**config.mk**
```make
export PLATFORM = sky130hd
export DESIGN_NAME = alu_exec_unit_flat
export DESIGN_NICKNAME = d
export VERILOG_FILES = /design/src/rtl/alu_exec_unit_if.sv /design/src/rtl/alu_exec_unit.sv /design/src/flat_wrapper.sv
export SDC_FILE = /design/constraint.sdc
export NUM_CORES = 1
export LEC_CHECK = 0
export BUFFER_PORTS_ARGS = -buffer_cell sky130_fd_sc_hd__buf_4
export CAP_MARGIN = 20
export CORE_ASPECT_RATIO = 0.75
export CORE_MARGIN = 1.5
export CORE_UTILIZATION = 30
export CTS_CLUSTER_DIAMETER = 120
export DETAILED_ROUTE_END_ITERATION = 10
export SLEW_MARGIN = 20
export SYNTH_ARGS = -nofsm -noshare
export SYNTH_HDL_FRONTEND = slang
export SYNTH_SLANG_ARGS = --single-unit
```
**constraint.sdc**
```tcl
create_clock -name i_clock -period 4.9 [get_ports i_clock]
set_input_delay 0.49 -clock i_clock [delete_from_list [all_inputs] [get_ports i_clock]]
set_output_delay 0.49 -clock i_clock [all_outputs]
set_load 0.05 [all_outputs]
```
**src/rtl/alu_exec_unit_if.sv**
```systemverilog
// Operand/result bundle between the ALU control decoder and the execute unit.
interface alu_exec_unit_if #(parameter int WIDTH = 24);
   logic             start;
   logic [3:0]       operation;
   logic [WIDTH-1:0] a;
   logic [WIDTH-1:0] b;
   logic [WIDTH-1:0] result;
   logic             zero;
   logic             overflow;
   logic             illegal;
   logic             busy;
   logic             done;

   modport master (
      output start, operation, a, b,
      input  result, zero, overflow, illegal, busy, done
   );

   modport slave (
      input  start, operation, a, b,
      output result, zero, overflow, illegal, busy, done
   );
endinterface

```
**src/rtl/alu_exec_unit.sv**
```systemverilog
// Registered 24-bit execute unit: single-cycle logic/arith ops and a
// 24-iteration shift-add multiplier that holds Busy while it runs.
//
// state  | meaning
// S_IDLE | waiting for Start; non-MUL ops complete here in one cycle
// S_MUL  | shift-add iterating, Busy high, Start ignored
module alu_exec_unit #(
   parameter int WIDTH = 24
) (
   input  logic           i_clock,
   input  logic           i_reset,
   alu_exec_unit_if.slave bus
);
   localparam logic [3:0] OP_AND = 4'b0000;
   localparam logic [3:0] OP_OR  = 4'b0001;
   localparam logic [3:0] OP_ADD = 4'b0010;
   localparam logic [3:0] OP_SUB = 4'b1010;
   localparam logic [3:0] OP_SLT = 4'b0011;
   localparam logic [3:0] OP_SLL = 4'b0100;
   localparam logic [3:0] OP_MUL = 4'b0101;
   localparam logic [3:0] OP_XOR = 4'b0111;

   typedef enum logic {S_IDLE = 1'b0, S_MUL = 1'b1} state_t;

   state_t           r_state,    w_state_nxt;
   logic [WIDTH-1:0] r_result,   w_result_nxt;
   logic             r_zero,     w_zero_nxt;
   logic             r_overflow, w_overflow_nxt;
   logic             r_illegal,  w_illegal_nxt;
   logic             r_busy,     w_busy_nxt;
   logic             r_done,     w_done_nxt;
   logic [WIDTH-1:0] r_mcand,    w_mcand_nxt;
   logic [WIDTH-1:0] r_mplier,   w_mplier_nxt;
   logic [WIDTH-1:0] r_acc,      w_acc_nxt;
   logic [4:0]       r_count,    w_count_nxt;

   logic [WIDTH-1:0] w_sum;
   logic [WIDTH-1:0] w_diff;
   logic [WIDTH-1:0] w_alu_res;
   logic             w_alu_ovf;
   logic             w_alu_ill;
   logic [WIDTH-1:0] w_acc_step;

   assign w_sum      = bus.a + bus.b;
   assign w_diff     = bus.a - bus.b;
   assign w_acc_step = r_mplier[0] ? (r_acc + r_mcand) : r_acc;

   always_comb begin
      w_alu_res = '0;
      w_alu_ovf = 1'b0;
      w_alu_ill = 1'b0;
      case (bus.operation)
         OP_AND: w_alu_res = bus.a & bus.b;
         OP_OR:  w_alu_res = bus.a | bus.b;
         OP_XOR: w_alu_res = bus.a ^ bus.b;
         OP_ADD: begin
            w_alu_res = w_sum;
            w_alu_ovf = (bus.a[WIDTH-1] == bus.b[WIDTH-1]) &&
                        (w_sum[WIDTH-1] != bus.a[WIDTH-1]);
         end
         OP_SUB: begin
            w_alu_res = w_diff;
            w_alu_ovf = (bus.a[WIDTH-1] != bus.b[WIDTH-1]) &&
                        (w_diff[WIDTH-1] != bus.a[WIDTH-1]);
         end
         OP_SLT: w_alu_res = {{(WIDTH-1){1'b0}}, ($signed(bus.a) < $signed(bus.b))};
         OP_SLL: w_alu_res = (bus.b[4:0] >= 5'd24) ? '0 : (bus.a << bus.b[4:0]);
         // MUL is never taken through this path; it only keeps the decode legal.
         OP_MUL: w_alu_res = '0;
         default: w_alu_ill = 1'b1;
      endcase
   end

   always_comb begin
      w_state_nxt    = r_state;
      w_result_nxt   = r_result;
      w_zero_nxt     = r_zero;
      w_overflow_nxt = r_overflow;
      w_illegal_nxt  = r_illegal;
      w_busy_nxt     = r_busy;
      w_done_nxt     = 1'b0;
      w_mcand_nxt    = r_mcand;
      w_mplier_nxt   = r_mplier;
      w_acc_nxt      = r_acc;
      w_count_nxt    = r_count;
      case (r_state)
         S_IDLE: begin
            w_busy_nxt = 1'b0;
            if (bus.start) begin
               if (bus.operation == OP_MUL) begin
                  w_mcand_nxt  = bus.a;
                  w_mplier_nxt = bus.b;
                  w_acc_nxt    = '0;
                  w_count_nxt  = '0;
                  w_busy_nxt   = 1'b1;
                  w_state_nxt  = S_MUL;
               end else begin
                  w_result_nxt   = w_alu_res;
                  w_zero_nxt     = (w_alu_res == '0);
                  w_overflow_nxt = w_alu_ovf;
                  w_illegal_nxt  = w_alu_ill;
                  w_done_nxt     = 1'b1;
               end
            end
         end
         S_MUL: begin
            w_acc_nxt    = w_acc_step;
            w_mcand_nxt  = r_mcand << 1;
            w_mplier_nxt = r_mplier >> 1;
            w_count_nxt  = r_count + 5'd1;
            if (r_count == 5'd23) begin
               w_result_nxt   = w_acc_step;
               w_zero_nxt     = (w_acc_step == '0);
               w_overflow_nxt = 1'b0;
               w_illegal_nxt  = 1'b0;
               w_busy_nxt     = 1'b0;
               w_done_nxt     = 1'b1;
               w_count_nxt    = '0;
               w_state_nxt    = S_IDLE;
            end
         end
         default: w_state_nxt = S_IDLE;
      endcase
   end

   always_ff @(posedge i_clock) begin
      if (i_reset) begin
         r_state    <= S_IDLE;
         r_result   <= '0;
         r_zero     <= 1'b0;
         r_overflow <= 1'b0;
         r_illegal  <= 1'b0;
         r_busy     <= 1'b0;
         r_done     <= 1'b0;
         r_mcand    <= '0;
         r_mplier   <= '0;
         r_acc      <= '0;
         r_count    <= '0;
      end else begin
         r_state    <= w_state_nxt;
         r_result   <= w_result_nxt;
         r_zero     <= w_zero_nxt;
         r_overflow <= w_overflow_nxt;
         r_illegal  <= w_illegal_nxt;
         r_busy     <= w_busy_nxt;
         r_done     <= w_done_nxt;
         r_mcand    <= w_mcand_nxt;
         r_mplier   <= w_mplier_nxt;
         r_acc      <= w_acc_nxt;
         r_count    <= w_count_nxt;
      end
   end

   assign bus.result   = r_result;
   assign bus.zero     = r_zero;
   assign bus.overflow = r_overflow;
   assign bus.illegal  = r_illegal;
   assign bus.busy     = r_busy;
   assign bus.done     = r_done;
endmodule

```
**src/flat_wrapper.sv**
```systemverilog
// flat-port wrapper written by rule: the top's interface ports become plain ports
module alu_exec_unit_flat 
#(
   parameter int WIDTH = 24
)
  (i_clock, i_reset, bus_start, bus_operation, bus_a, bus_b, bus_result, bus_zero, bus_overflow, bus_illegal, bus_busy, bus_done);
  alu_exec_unit_if #(.WIDTH(WIDTH)) bus_i ();
  input  logic i_clock;
  input  logic i_reset;
  input wire logic [$bits(bus_i.start)-1:0] bus_start;
  input wire logic [$bits(bus_i.operation)-1:0] bus_operation;
  input wire logic [$bits(bus_i.a)-1:0] bus_a;
  input wire logic [$bits(bus_i.b)-1:0] bus_b;
  output wire logic [$bits(bus_i.result)-1:0] bus_result;
  output wire logic [$bits(bus_i.zero)-1:0] bus_zero;
  output wire logic [$bits(bus_i.overflow)-1:0] bus_overflow;
  output wire logic [$bits(bus_i.illegal)-1:0] bus_illegal;
  output wire logic [$bits(bus_i.busy)-1:0] bus_busy;
  output wire logic [$bits(bus_i.done)-1:0] bus_done;
  assign bus_i.start = bus_start;
  assign bus_i.operation = bus_operation;
  assign bus_i.a = bus_a;
  assign bus_i.b = bus_b;
  assign bus_result = bus_i.result;
  assign bus_zero = bus_i.zero;
  assign bus_overflow = bus_i.overflow;
  assign bus_illegal = bus_i.illegal;
  assign bus_busy = bus_i.busy;
  assign bus_done = bus_i.done;
  alu_exec_unit #(.WIDTH(WIDTH)) u_core (.i_clock(i_clock), .i_reset(i_reset), .bus(bus_i));
endmodule
```
; Word-level counts from Yosys, hierarchy flattened
; Cells that the tools add are included.
[totals]
reg_bits = 107
input_bits = 55
out_inout_bits = 29
word_cells = 88
[op_classes]
n_addsub = 4
order_cmp = 2
eq_ne = 16
n_shift = 1
n_mux = 42
bitwise_logic = 4
n_reduce_logical = 8
[ops]
columns = op, count
row1 = 2-to-1 mux 24 bit, 11
row2 = case mux 24 bit (2 select lines), 4
row3 = case mux 24 bit (7 select lines), 1
row4 = adder 24 bit, 2
row5 = zero test 24 bit, 2
row6 = bitwise AND 24 bit, 1
row7 = < comparator 24 bit, 1
row8 = OR 24 bit, 1
row9 = left shift 24 x 5 -> 24 bit, 1
row10 = subtractor 24 bit, 1
row11 = bitwise XOR 24 bit, 1
row12 = 2-to-1 mux 1 bit, 15
row13 = 2-to-1 mux 5 bit, 3
row14 = case mux 1 bit (2 select lines), 7
row15 = equality test 4 x 3 -> 1 bit (second input constant), 3
row16 = case mux 5 bit (2 select lines), 1
row17 = equality test 4 x 2 -> 1 bit (second input constant), 2
row18 = OR reduction 7 bit, 1
row19 = inequality test 2 bit (second input constant), 3
row20 = adder 5 x 1 -> 5 bit (second input constant), 1
row21 = equality test 5 bit (second input constant), 1
row22 = >= comparator 5 bit (second input constant), 1
row23 = equality test 4 x 1 -> 1 bit (second input constant), 1
row24 = equality test 4 bit (second input constant), 1
row25 = other kinds (8), 11

; Logic depth before layout (Yosys ltp)
; Gate-level depths: netlist (run 1).
[depth]
word_depth = 7
mapped_depth = 15

; Least setup slack after synthesis (run 1)
; No wires, ideal clock.
[synth_timing]
path_type = in2reg
start = in bus_b[2]
end = reg u_core.r_result[23] (netlist: u_core.bus.result[23])
setup_time_ps = 62
arrival_time_ps = 3911
t_required_ps = 4838
setup_slack_ps = 928
cell_stages = 15
path_buffers = 3
cell_sequence = inv_2 clkbuf_1 clkbuf_1 ha_1 clkbuf_1 nor3_1 a221o_1 a311oi_1 o31a_1 o41a_1 o31a_1 o41a_1 a32o_1 nand3_1 a32o_1
[synth_between]
elab_chain_cells = 6
word_cells_on_any_way = 9
cone_classes = add/sub: 2 / order compare: 1 / shift: 1 / mux: 5
[synth_lines]
columns = item, line
row1 = start: declaration, flat_wrapper.sv:13  ; input wire logic [$bits(bus_i.b)-1:0] bus_b;
row2 = "parallel branches: the longest is 2 deep, another holds subtractor 24 bit", --
row3 = case mux 24 bit (7 select lines) (*), alu_exec_unit.sv:52  ; case (bus.operation)
row4 = 2-to-1 mux 24 bit (*), alu_exec_unit.sv:90  ; if (bus.operation == OP_MUL) begin
row5 = 2-to-1 mux 24 bit (*), alu_exec_unit.sv:89  ; if (bus.start) begin
row6 = case mux 24 bit (2 select lines) (*), alu_exec_unit.sv:86  ; case (r_state)
row7 = end signal: assignment, alu_exec_unit.sv:141  ; r_result <= w_result_nxt;
row8 = end: declaration, alu_exec_unit.sv:26  ; logic [WIDTH-1:0] r_result, w_result_nxt;
; Every way passes the cells marked *. The select of a mux whose other input is x is not followed.
; A chain may end at the register's enable or synchronous reset.

; Worst setup path after layout (run 1)
[layout_timing]
start = in bus_b[0]
end = reg u_core.r_result[22] (netlist: u_core.bus.result[22])
; Same word-level chain as after synthesis.

==> impl_metrics.tcl, run 1 <==
set metrics [dict create \
    cpPeakStageDelay_ns 0.66 \
    drt_iter0_markers 1443 \
    async_flop_share_pct 0 \
    max_cap_violations 0 \
    crit_path_end_kind "flop" \
    tns_ns 0 \
    critPathArrivalTime_ns 4.25 \
    fp.coreArea_um2 37200 \
    r2r_setup_slack_ns 1.11 \
    postRouteAntennaNets 0 \
    yosys_register_bits 107 \
    num_vias 12500 \
    relSlewSlack_pct 26.2 \
    worstSetupPathType "input pin to flop" \
    synth_area_um2 11400 \
    wl_um 47000 \
    grt_pass1_wl_um 71600 \
    report.final.slew_viol_count 0 \
    numCtsBuffers 9 \
    rr_worst_depth 12 \
    nNetsFinal 1767 \
    seq_area_frac_synth_pct 18.8 \
    postSynthAreaPerCell_um2 7.12 \
    path_clk_slew_ns 0.08 \
    cts.sinks 107 \
    max_freq_ghz 0.251 \
    cp-endpoint "u_core.bus.result[22]$_SDFFE_PP0P_" \
    period_minus_slack_ns 3.99 \
    synth_cells 1600 \
    worstReg2RegStart "u_core.r_mcand[0]$_SDFFE_PP0P_" \
    r2r_end "u_core.bus.zero$_SDFFE_PP0P_" \
    drc 0 \
    cts_resized 0 \
    cp_cell_sequence "buf_4, ha_1, fa_1, nor2_1, o221ai_1, a211oi_1, o21ai_1, a2111oi_0, buf_4, or3_1, o21ai_1, a211oi_1, o221a_2, nor2_1" \
    postLayoutCoreUtil_pct 34.2 \
    routedWlPerCell_um 22.2 \
    num_antenna_cells 0 \
    synth-main-ff-cell "dfxtp_1" \
    grt_remaining_overflow 0 \
    synth_top_area_cell "dfxtp_1" \
    hold_viol 0 \
    stdcell_area_um2 12700 \
    period_share_pct 81.4 \
    io_buffers 83 \
    fp.dieArea_um2 39200 \
    gp_congestion 0.981 \
    crit_start "bus_b[0]" \
    cp_max_fo 28 \
    vias_per_cell 5.92 \
    synthDistinctLibCells 88 \
    ctsHoldBuffers 0 \
    antenna_found_initial 1 \
    synth_edf_count 0 \
    peakVddDrop_mv 0.177 \
    grt_max_degree 103 \
    grt.total_usage_pct 23.7 \
    clock_skew_ns 0.00888 \
    cts-root-buf "clkbuf_16" \
    synth_fp_nets 1762 \
    start_util_pct 30.6 \
    synth_top_cell_area_share_pct 18.8 \
    syn_to_final_growth_pct 11.8 \
    cts_tree "yes" \
    layout-drive-gt1-share_pct 11.2 \
    pin_count 84 \
    status "completed" \
    die-height_um 172 \
    start_kind "input pin" \
    setup_viol 0 \
    synth_area_leaders "dfxtp_1, ha_1, a21oi_1" \
    htree_levels 3 \
    critPathRequiredTime_ns 5.16 \
    worstSkewPairLatency_ns 0.39 \
    crit_slowest_cell "a211oi_1" \
    clk_path_buf_depth 2 \
    worst_pin_slew_ns 1.10 \
    hold_class "flop to flop" \
    rsz0062_at_grt "no" \
    p_leak_nw 5.26 \
    post_cts_buffers 0 \
    fillers 4055 \
    powerDensity_nw_per_um2 202 \
    drtPass1Iterations 5 \
    die_width_um 228 \
    place_area_um2 12500 \
    num_rows 61 \
    grt_pass1_vias 11500 \
    post-dp-hpwl_um 35500 \
    synth_warnings 0 \
]
[metal layers]
layer	GRT usage, %	part of all wire, %	vias up
met5	0	0	-
met4	5.38	2.2	0
met3	5.22	10	67
met2	34.9	41	624
met1	34.8	47	5980
li1	-	-	5847
[state kept, by name, indices dropped and copies added, names as in the netlist]
register             count
u_core.r_state           1
u_core.r_acc            24
u_core.r_mplier         24
u_core.bus.busy          1
u_core.bus.illegal       1
u_core.bus.overflow      1
u_core.r_count           5
u_core.bus.result       24
u_core.bus.done          1
u_core.r_mcand          24
u_core.bus.zero          1
[where the power goes]
part | switching, mW | internal [mW]
combinational | 0.584 | 0.299
clock | 0.419 | 0.358
sequential | 0.0211 | 0.889
[worst min-delay path by stage]
| stage | startpoint | to | slack [ns] | depth (start not counted) |
|---|---|---|---|---|
| floorplan | u_core.r_mplier[1]$_SDFFE_PP0P_ | u_core.r_mplier[0]$_SDFFE_PP0P_ | 0.43 | 2 |
| global placement | u_core.bus.result[15]$_SDFFE_PP0P_ | u_core.bus.result[15]$_SDFFE_PP0P_ | 0.45 | 2 |
| detailed placement | u_core.bus.result[15]$_SDFFE_PP0P_ | u_core.bus.result[15]$_SDFFE_PP0P_ | 0.45 | 2 |
| CTS | u_core.bus.result[15]$_SDFFE_PP0P_ | u_core.bus.result[15]$_SDFFE_PP0P_ | 0.46 | 2 |
| global route | u_core.bus.result[16]$_SDFFE_PP0P_ | u_core.bus.result[16]$_SDFFE_PP0P_ | 0.49 | 2 |
| finish | u_core.bus.result[16]$_SDFFE_PP0P_ | u_core.bus.result[16]$_SDFFE_PP0P_ | 0.46 | 2 |
[cell type report]
class | instances | area [µm²] | share of cell area (%)
tap | 504 | 631 | 4.95
clock inverter | 6 | 53.8 | 0.422
inverter | 84 | 315 | 2.48
clock buffer | 10 | 229 | 1.80
multi-input combinational | 1294 | 8520 | 66.9
timing repair buffer | 109 | 843 | 6.62
sequential | 107 | 2150 | 16.8
[cells in the final DEF, fill, tap and decap left out, types with 15 or more instances in the layout]
| cell | count |
|---|---|
| a221oi_1 | 15 |
| and3_1 | 17 |
| nor2_1 | 251 |
| ha_1 | 104 |
| o211ai_1 | 16 |
| o21ai_0 | 47 |
| inv_1 | 78 |
| nand3_1 | 40 |
| nand4_1 | 18 |
| o21ai_1 | 18 |
| a211oi_1 | 28 |
| a22oi_1 | 16 |
| mux2i_1 | 29 |
| nor3_1 | 36 |
| mux4_2 | 19 |
| a21oi_1 | 219 |
| buf_4 | 107 |
| nand2_1 | 125 |
| dfxtp_1 | 106 |
[kinds of logic after synthesis]
group	Yosys count	share of synthesized area, %
multiplexers	65	8.11
flip-flops	107	18.8
AND/OR/NAND/NOR	599	24.7
adder cells (fa/ha/maj)	107	11.9
XOR/XNOR	18	1.38
buffers and inverters	199	6.64
AO/OA/AOI/OAI	505	28.4
[cells in the mapped netlist (11+ instances only)]
| master | instances |
|---|---|
| a211oi_1 | 28 |
| a21o_1 | 12 |
| a21oi_1 | 219 |
| a221oi_1 | 15 |
| a22oi_1 | 16 |
| and3_1 | 17 |
| buf_1 | 14 |
| clkbuf_1 | 98 |
| dfxtp_1 | 107 |
| ha_1 | 104 |
| inv_1 | 78 |
| mux2_2 | 14 |
| mux2i_1 | 29 |
| mux4_2 | 19 |
| nand2_1 | 125 |
| nand2b_1 | 14 |
| nand3_1 | 40 |
| nand4_1 | 18 |
| nor2_1 | 251 |
| nor2b_1 | 13 |
| nor3_1 | 36 |
| nor4_1 | 13 |
| o211ai_1 | 16 |
| o21ai_0 | 47 |
| o21ai_1 | 18 |
| o31a_1 | 11 |
| o31ai_1 | 13 |
| or3_1 | 13 |
| xnor2_1 | 13 |
[worst max-delay path: cells and delay by family]
| family | cells | cell delay (ns) |
|---|---|---|
| simple gates | 3 | 0.27 |
| fa+ha+maj | 2 | 0.72 |
| buf+inv | 2 | 0.43 |
| compound gates | 7 | 2.34 |
[through the flow]
step | hold slack (ns) | power, mW | worst slack [ns] | std cells
after floorplan | 0.432 | 1.48 | 0.928 | 1600
after global placement | 0.447 | 1.79 | 0.707 | 2098
after detailed placement | 0.455 | 1.79 | 0.652 | 2098
after CTS | 0.465 | 2.57 | 1.06 | 2114
after global routing | 0.486 | 2.68 | 0.749 | 2114
final | 0.461 | 2.57 | 0.910 | 2114
Power figures use the tool's default switching activity.
==> run 2: changes to the inputs <==
==> constraint.sdc (replaced) <==
create_clock -name i_clock -period 3.24 [get_ports i_clock]
set_input_delay 0.324 -clock i_clock [delete_from_list [all_inputs] [get_ports i_clock]]
set_output_delay 0.324 -clock i_clock [all_outputs]
set_load 0.05 [all_outputs]
==> impl_metrics.tcl, run 2 (same netlist as run 1, synthesis figures left out) <==
set metrics [dict create \
    post-dp-hpwl_um 39900 \
    worst_pin_slew_ns 0.845 \
    report.final.slew_viol_count 0 \
    crit_start "u_core.r_acc[0]$_SDFFE_PP0P_" \
    start_util_pct 30.6 \
    rsz0062_at_grt "yes" \
    intPower_mw 2.71 \
    period_share_pct 98.5 \
    layout-drive-gt1-share_pct 26.4 \
    critPathRequiredTime_ns 3.57 \
    drc 0 \
    cts_tree "yes" \
    hold_viol 0 \
    grt.total_usage_pct 25.5 \
    cp-endpoint "u_core.bus.zero$_SDFFE_PP0P_" \
    sw_frac_of_total_pct 37.9 \
    antenna_found_initial 0 \
    final_common_cell "buf_4" \
    setup_ws_ns 0.0498 \
    max_freq_ghz 0.313 \
    worstSkewPairLatency_ns 0.39 \
    start_kind "flop" \
    p_seq_share_pct 31.6 \
    grt_remaining_overflow 0 \
    stdcell_area_um2 15100 \
    clock_skew_ns 0.0115 \
    final_cell_mix "buf_4, nor2_1, a21oi_1" \
    peakVddDrop_mv 0.269 \
    cpPeakStageDelay_ns 0.43 \
    numCtsBuffers 9 \
    io_buffers 83 \
    p_leak_nw 6.58 \
    place_area_um2 14400 \
    wl_um 50700 \
    r2r_end "u_core.bus.zero$_SDFFE_PP0P_" \
    r2r_setup_slack_ns 0.05 \
    ctsHoldBuffers 0 \
    switchingPower_mw 1.65 \
    num_antenna_cells 0 \
    hold_class "input pin to flop" \
    worstSetupPathType "flop to flop" \
    syn_to_final_growth_pct 32.4 \
    pre_cts_slack_ns -0.676 \
    nNetsFinal 2030 \
    period_minus_slack_ns 3.19 \
    crit_path_end_kind "flop" \
    max_cap_violations 0 \
    setup_viol 0 \
    crit_slowest_cell "a2111o_1" \
    relSlewSlack_pct 43.6 \
    htree_levels 3 \
    path_delay_family "compound AO/OA/AOI/OAI gates" \
    comb_power_share_pct 39.6 \
    num_rows 61 \
    grt_pass1_wl_um 76500 \
    cts-root-buf "clkbuf_16" \
    grt_pass1_vias 12500 \
    grt_max_degree 102 \
    die-height_um 172 \
    path_depth 12 \
    vias_per_cell 5.66 \
    routedWlPerCell_um 21.3 \
    cp_cell_sequence "ha_4, fa_2, a21o_4, a221oi_4, o41ai_2, xnor2_1, mux2_4, a2111o_1, nor4_4, nand4b_1, o31a_1, o21ai_1" \
    drt_iter0_markers 1488 \
    critPathArrivalTime_ns 3.52 \
    pin_count 84 \
    path_clk_slew_ns 0.08 \
    fp.coreArea_um2 37200 \
    rr_worst_depth 12 \
    clk_path_buf_depth 2 \
    worstReg2RegStart "u_core.r_acc[0]$_SDFFE_PP0P_" \
    drtPass1Iterations 6 \
    cp_max_fo 4 \
    powerDensity_nw_per_um2 289 \
    die_width_um 228 \
    clock_power_share_pct 28.8 \
    postRouteAntennaNets 0 \
    path_buf_inv 0 \
    gp_congestion 0.981 \
    fp.dieArea_um2 39200 \
    cts.sinks 107 \
    status "completed" \
    num_vias 13400 \
]
run 2: cell types whose count changed in the layout (fill, tap and decap cells not counted), moves of 4 or more:
cell,previous run,this run
a211oi_1,28,24
a211oi_2,0,4
buf_4,107,367
ha_1,104,97
ha_4,0,5
inv_1,78,73
run 2: final cells by class:
cell class | instances | area [µm²]
Fill cell | 3951 | 22200
Multi-Input combinational cell | 1294 | 8840
Timing Repair Buffer | 372 | 2840
Sequential cell | 107 | 2150
Tap cell | 504 | 631
Inverter | 84 | 328
Clock buffer | 11 | 243
Clock inverter | 5 | 67.6
run 2: worst min-delay path by stage:
stage	startpoint	cells past startpoint	endpoint
final	i_reset	3	u_core.bus.done$_SDFF_PP0_
after global routing	i_reset	3	u_core.bus.done$_SDFF_PP0_
after CTS	i_reset	3	u_core.bus.done$_SDFF_PP0_
after detailed placement	u_core.bus.result[16]$_SDFFE_PP0P_	2	u_core.bus.result[16]$_SDFFE_PP0P_
after global placement	u_core.bus.result[14]$_SDFFE_PP0P_	2	u_core.bus.result[14]$_SDFFE_PP0P_
after floorplan	u_core.r_mplier[1]$_SDFFE_PP0P_	2	u_core.r_mplier[0]$_SDFFE_PP0P_
run 2: power groups by stage:
stage,Combinational (mW),Sequential (mW),Clock (mW)
finish,1.72,1.37,1.26
global route,1.84,1.38,1.33
global placement,1.62,1.40,0
floorplan,0.774,1.47,0
CTS,1.64,1.37,1.29
detailed placement,1.62,1.41,0
run 2: tightest hold or removal path, delay by kind of cell:
kind	cells	cell delay (ns)
AND/OR/NAND/NOR	1	0.07
buffers and inverters	2	0.28
run 2: through the flow:
| step | hold WS (ns) | setup TNS, ns | power [mW] | utilization [%] | cells |
|---|---|---|---|---|---|
| after global routing | 0.334 | -0.0791 | 4.54 | 40.5 | 2377 |
| after detailed placement | 0.450 | -4.41 | 3.03 | 38.7 | 2351 |
| after CTS | 0.311 | 0 | 4.30 | 39.7 | 2368 |
| after global placement | 0.446 | -4.46 | 3.02 | 38.7 | 2351 |
| final | 0.344 | 0 | 4.36 | 40.5 | 2377 |
| after floorplan | 0.432 | -0.0123 | 2.24 | - | 1600 |
run 2: per-layer routing:
layer	share of wire, %	GRT usage (%)
met5	0	0
met1	49	37.9
met2	40	36.8
met3	8.9	5.54
met4	2.2	6.36
run 2: repair_timing:
item | in CTS | in global routing
pin swaps | 9 | 16
endpoints found under the hold margin | 0 | 0
endpoints found under the setup margin | 11 | 10
setup buffers | 1 | 10
gates resized for setup | 11 | 53
==> run 3: changes to the inputs <==
--- a/config.mk
+++ b/config.mk
@@ -12,6 +12,7 @@
 export CORE_UTILIZATION = 30
 export CTS_CLUSTER_DIAMETER = 120
 export DETAILED_ROUTE_END_ITERATION = 10
+export REMOVE_ABC_BUFFERS = 1
 export SLEW_MARGIN = 20
 export SYNTH_ARGS = -nofsm -noshare
 export SYNTH_HDL_FRONTEND = slang
==> impl_metrics.tcl, run 3 (same netlist as run 1, synthesis figures left out) <==
set metrics [dict create \
    status "finished, violations left" \
    violations "negative setup slack" \
    worstSetupPathType "input pin to flop" \
    grt_pass1_vias 12700 \
    max_freq_ghz 0.307 \
    path_clk_slew_ns 0.08 \
    setup_ws_ns -0.0146 \
    path_buf_inv 2 \
    routedWlPerCell_um 21.4 \
    drtPass1Iterations 8 \
    peakVddDrop_mv 0.254 \
    clock_skew_ns 0.00975 \
    cpPeakStageDelay_ns 0.39 \
    powerDensity_nw_per_um2 286 \
    cts_tree "yes" \
    grt.total_usage_pct 26.0 \
    nNetsFinal 2057 \
    p_leak_nw 6.76 \
    max_cap_violations 0 \
    setup_viol 2 \
    postLayoutCoreUtil_pct 40.9 \
    fp.dieArea_um2 39200 \
    grt_pass1_wl_um 77200 \
    period_minus_slack_ns 3.25 \
    final_cell_mix "buf_4, nor2_1, a21oi_1" \
    numCtsBuffers 9 \
    io_buffers 83 \
    drc 0 \
    tns_ns -0.0222 \
    cp_max_fo 4 \
    critPathRequiredTime_ns 3.57 \
    pin_count 84 \
    start_kind "input pin" \
    hold_viol 0 \
    path_delay_family "compound AO/OA/AOI/OAI gates" \
    gp_congestion 1.03 \
    r2r_setup_slack_ns -0.01 \
    num_rows 61 \
    final_common_cell "buf_4" \
    total_power_mw 4.36 \
    critPathArrivalTime_ns 3.59 \
    die_width_um 228 \
    fp.coreArea_um2 37200 \
    postRouteAntennaNets 0 \
    wl_um 51400 \
    grt_remaining_overflow 0 \
    vias_per_cell 5.66 \
    post-dp-hpwl_um 41300 \
    rsz0062_at_grt "yes" \
    crit_start "bus_b[1]" \
    relSlewSlack_pct 32.2 \
    layout-drive-gt1-share_pct 26.9 \
    syn_to_final_growth_pct 33.8 \
    worst_pin_slew_ns 1.01 \
    cts-root-buf "clkbuf_16" \
    rr_worst_depth 14 \
    ctsHoldBuffers 0 \
    grt_max_degree 102 \
    cp_cell_sequence "buf_4, clkinv_1, ha_1, o21bai_2, a221o_1, a311oi_2, o31a_1, o41a_1, o31a_1, o41a_1, a32o_1, nand3_1, a32o_1" \
    start_util_pct 30.6 \
    num_vias 13600 \
    die-height_um 172 \
    period_share_pct 100 \
    hold_class "input pin to flop" \
    min_from "bus_a[23]" \
    antenna_found_initial 0 \
    worstReg2RegStart "u_core.r_acc[0]$_SDFFE_PP0P_" \
    hold_end "u_core.bus.overflow$_SDFFE_PP0P_" \
    hold_depth 3 \
    worstSkewPairLatency_ns 0.39 \
    r2r_end "u_core.bus.zero$_SDFFE_PP0P_" \
    drt_iter0_markers 1353 \
    num_antenna_cells 0 \
    report.final.slew_viol_count 0 \
    crit_path_end_kind "flop" \
    crit_slowest_cell "o41a_1" \
    clk_path_buf_depth 2 \
    htree_levels 3 \
    cts.sinks 107 \
]
## run 3: tightest hold or removal path, stage by stage
cell and delay (ns):
buf_4 0.12, a211oi_1 0.05, a211oi_1 0.20
## run 3: cell type report
| class | count | area [µm²] |
|---|---|---|
| clock buffers | 11 | 233 |
| clock inverters | 5 | 85.1 |
| fillers | 3943 | 22000 |
| inverters | 84 | 315 |
| multi-input cells | 1294 | 8750 |
| flip-flops and latches | 107 | 2150 |
| well taps | 504 | 631 |
| repair buffers | 399 | 3090 |
## run 3: timing repair
action | in CTS | in global routing
resized for setup | 11 | 36
setup endpoints to repair | 10 | 12
cloned | 0 | 0
setup buffers | 0 | 3
pin swaps | 9 | 12
## run 3: routing by layer
| metal | track usage [%] | vias to the layer above | share of wire [%] |
|---|---|---|---|
| li1 | - | 6429 | - |
| met1 | 38.0 | 6528 | 48 |
| met2 | 36.7 | 570 | 40 |
| met3 | 6.50 | 74 | 9.2 |
| met4 | 8.21 | 0 | 2.9 |
| met5 | 0 | - | 0 |
## run 3: worst max path at each step
| stage | endpoint | slack [ns] | cells past startpoint |
|---|---|---|---|
| floorplan | u_core.bus.zero$_SDFFE_PP0P_ | -1.70 | 10 |
| global placement | u_core.bus.result[22]$_SDFFE_PP0P_ | -0.54 | 14 |
| detailed placement | u_core.bus.result[22]$_SDFFE_PP0P_ | -0.60 | 15 |
| CTS | u_core.bus.zero$_SDFFE_PP0P_ | -0.03 | 14 |
| global route | u_core.bus.zero$_SDFFE_PP0P_ | -0.09 | 14 |
| finish | u_core.bus.result[23]$_SDFFE_PP0P_ | -0.01 | 13 |
## run 3: through the flow
stage / cell area [µm²] / instances / hold slack, ns / setup WS [ns]
2_1_floorplan: 11000 / 1485 / 0.393 / -1.70
3_3_place_gp: 14700 / 2385 / 0.447 / -0.544
3_5_place_dp: 14700 / 2385 / 0.451 / -0.602
4_1_cts: 15100 / 2401 / 0.334 / -0.0281
5_1_grt: 15200 / 2404 / 0.365 / -0.0888
6_report: 15200 / 2404 / 0.353 / -0.0146
## run 3: report_power, final
group / internal, mW / total, mW / leakage [nW] / switching, mW
Sequential: 1.35 / 1.37 / 0.868 / 0.0273
Combinational: 0.720 / 1.71 / 5.74 / 0.994
Clock: 0.686 / 1.28 / 0.151 / 0.593
Total: 2.75 / 4.36 / 6.76 / 1.61
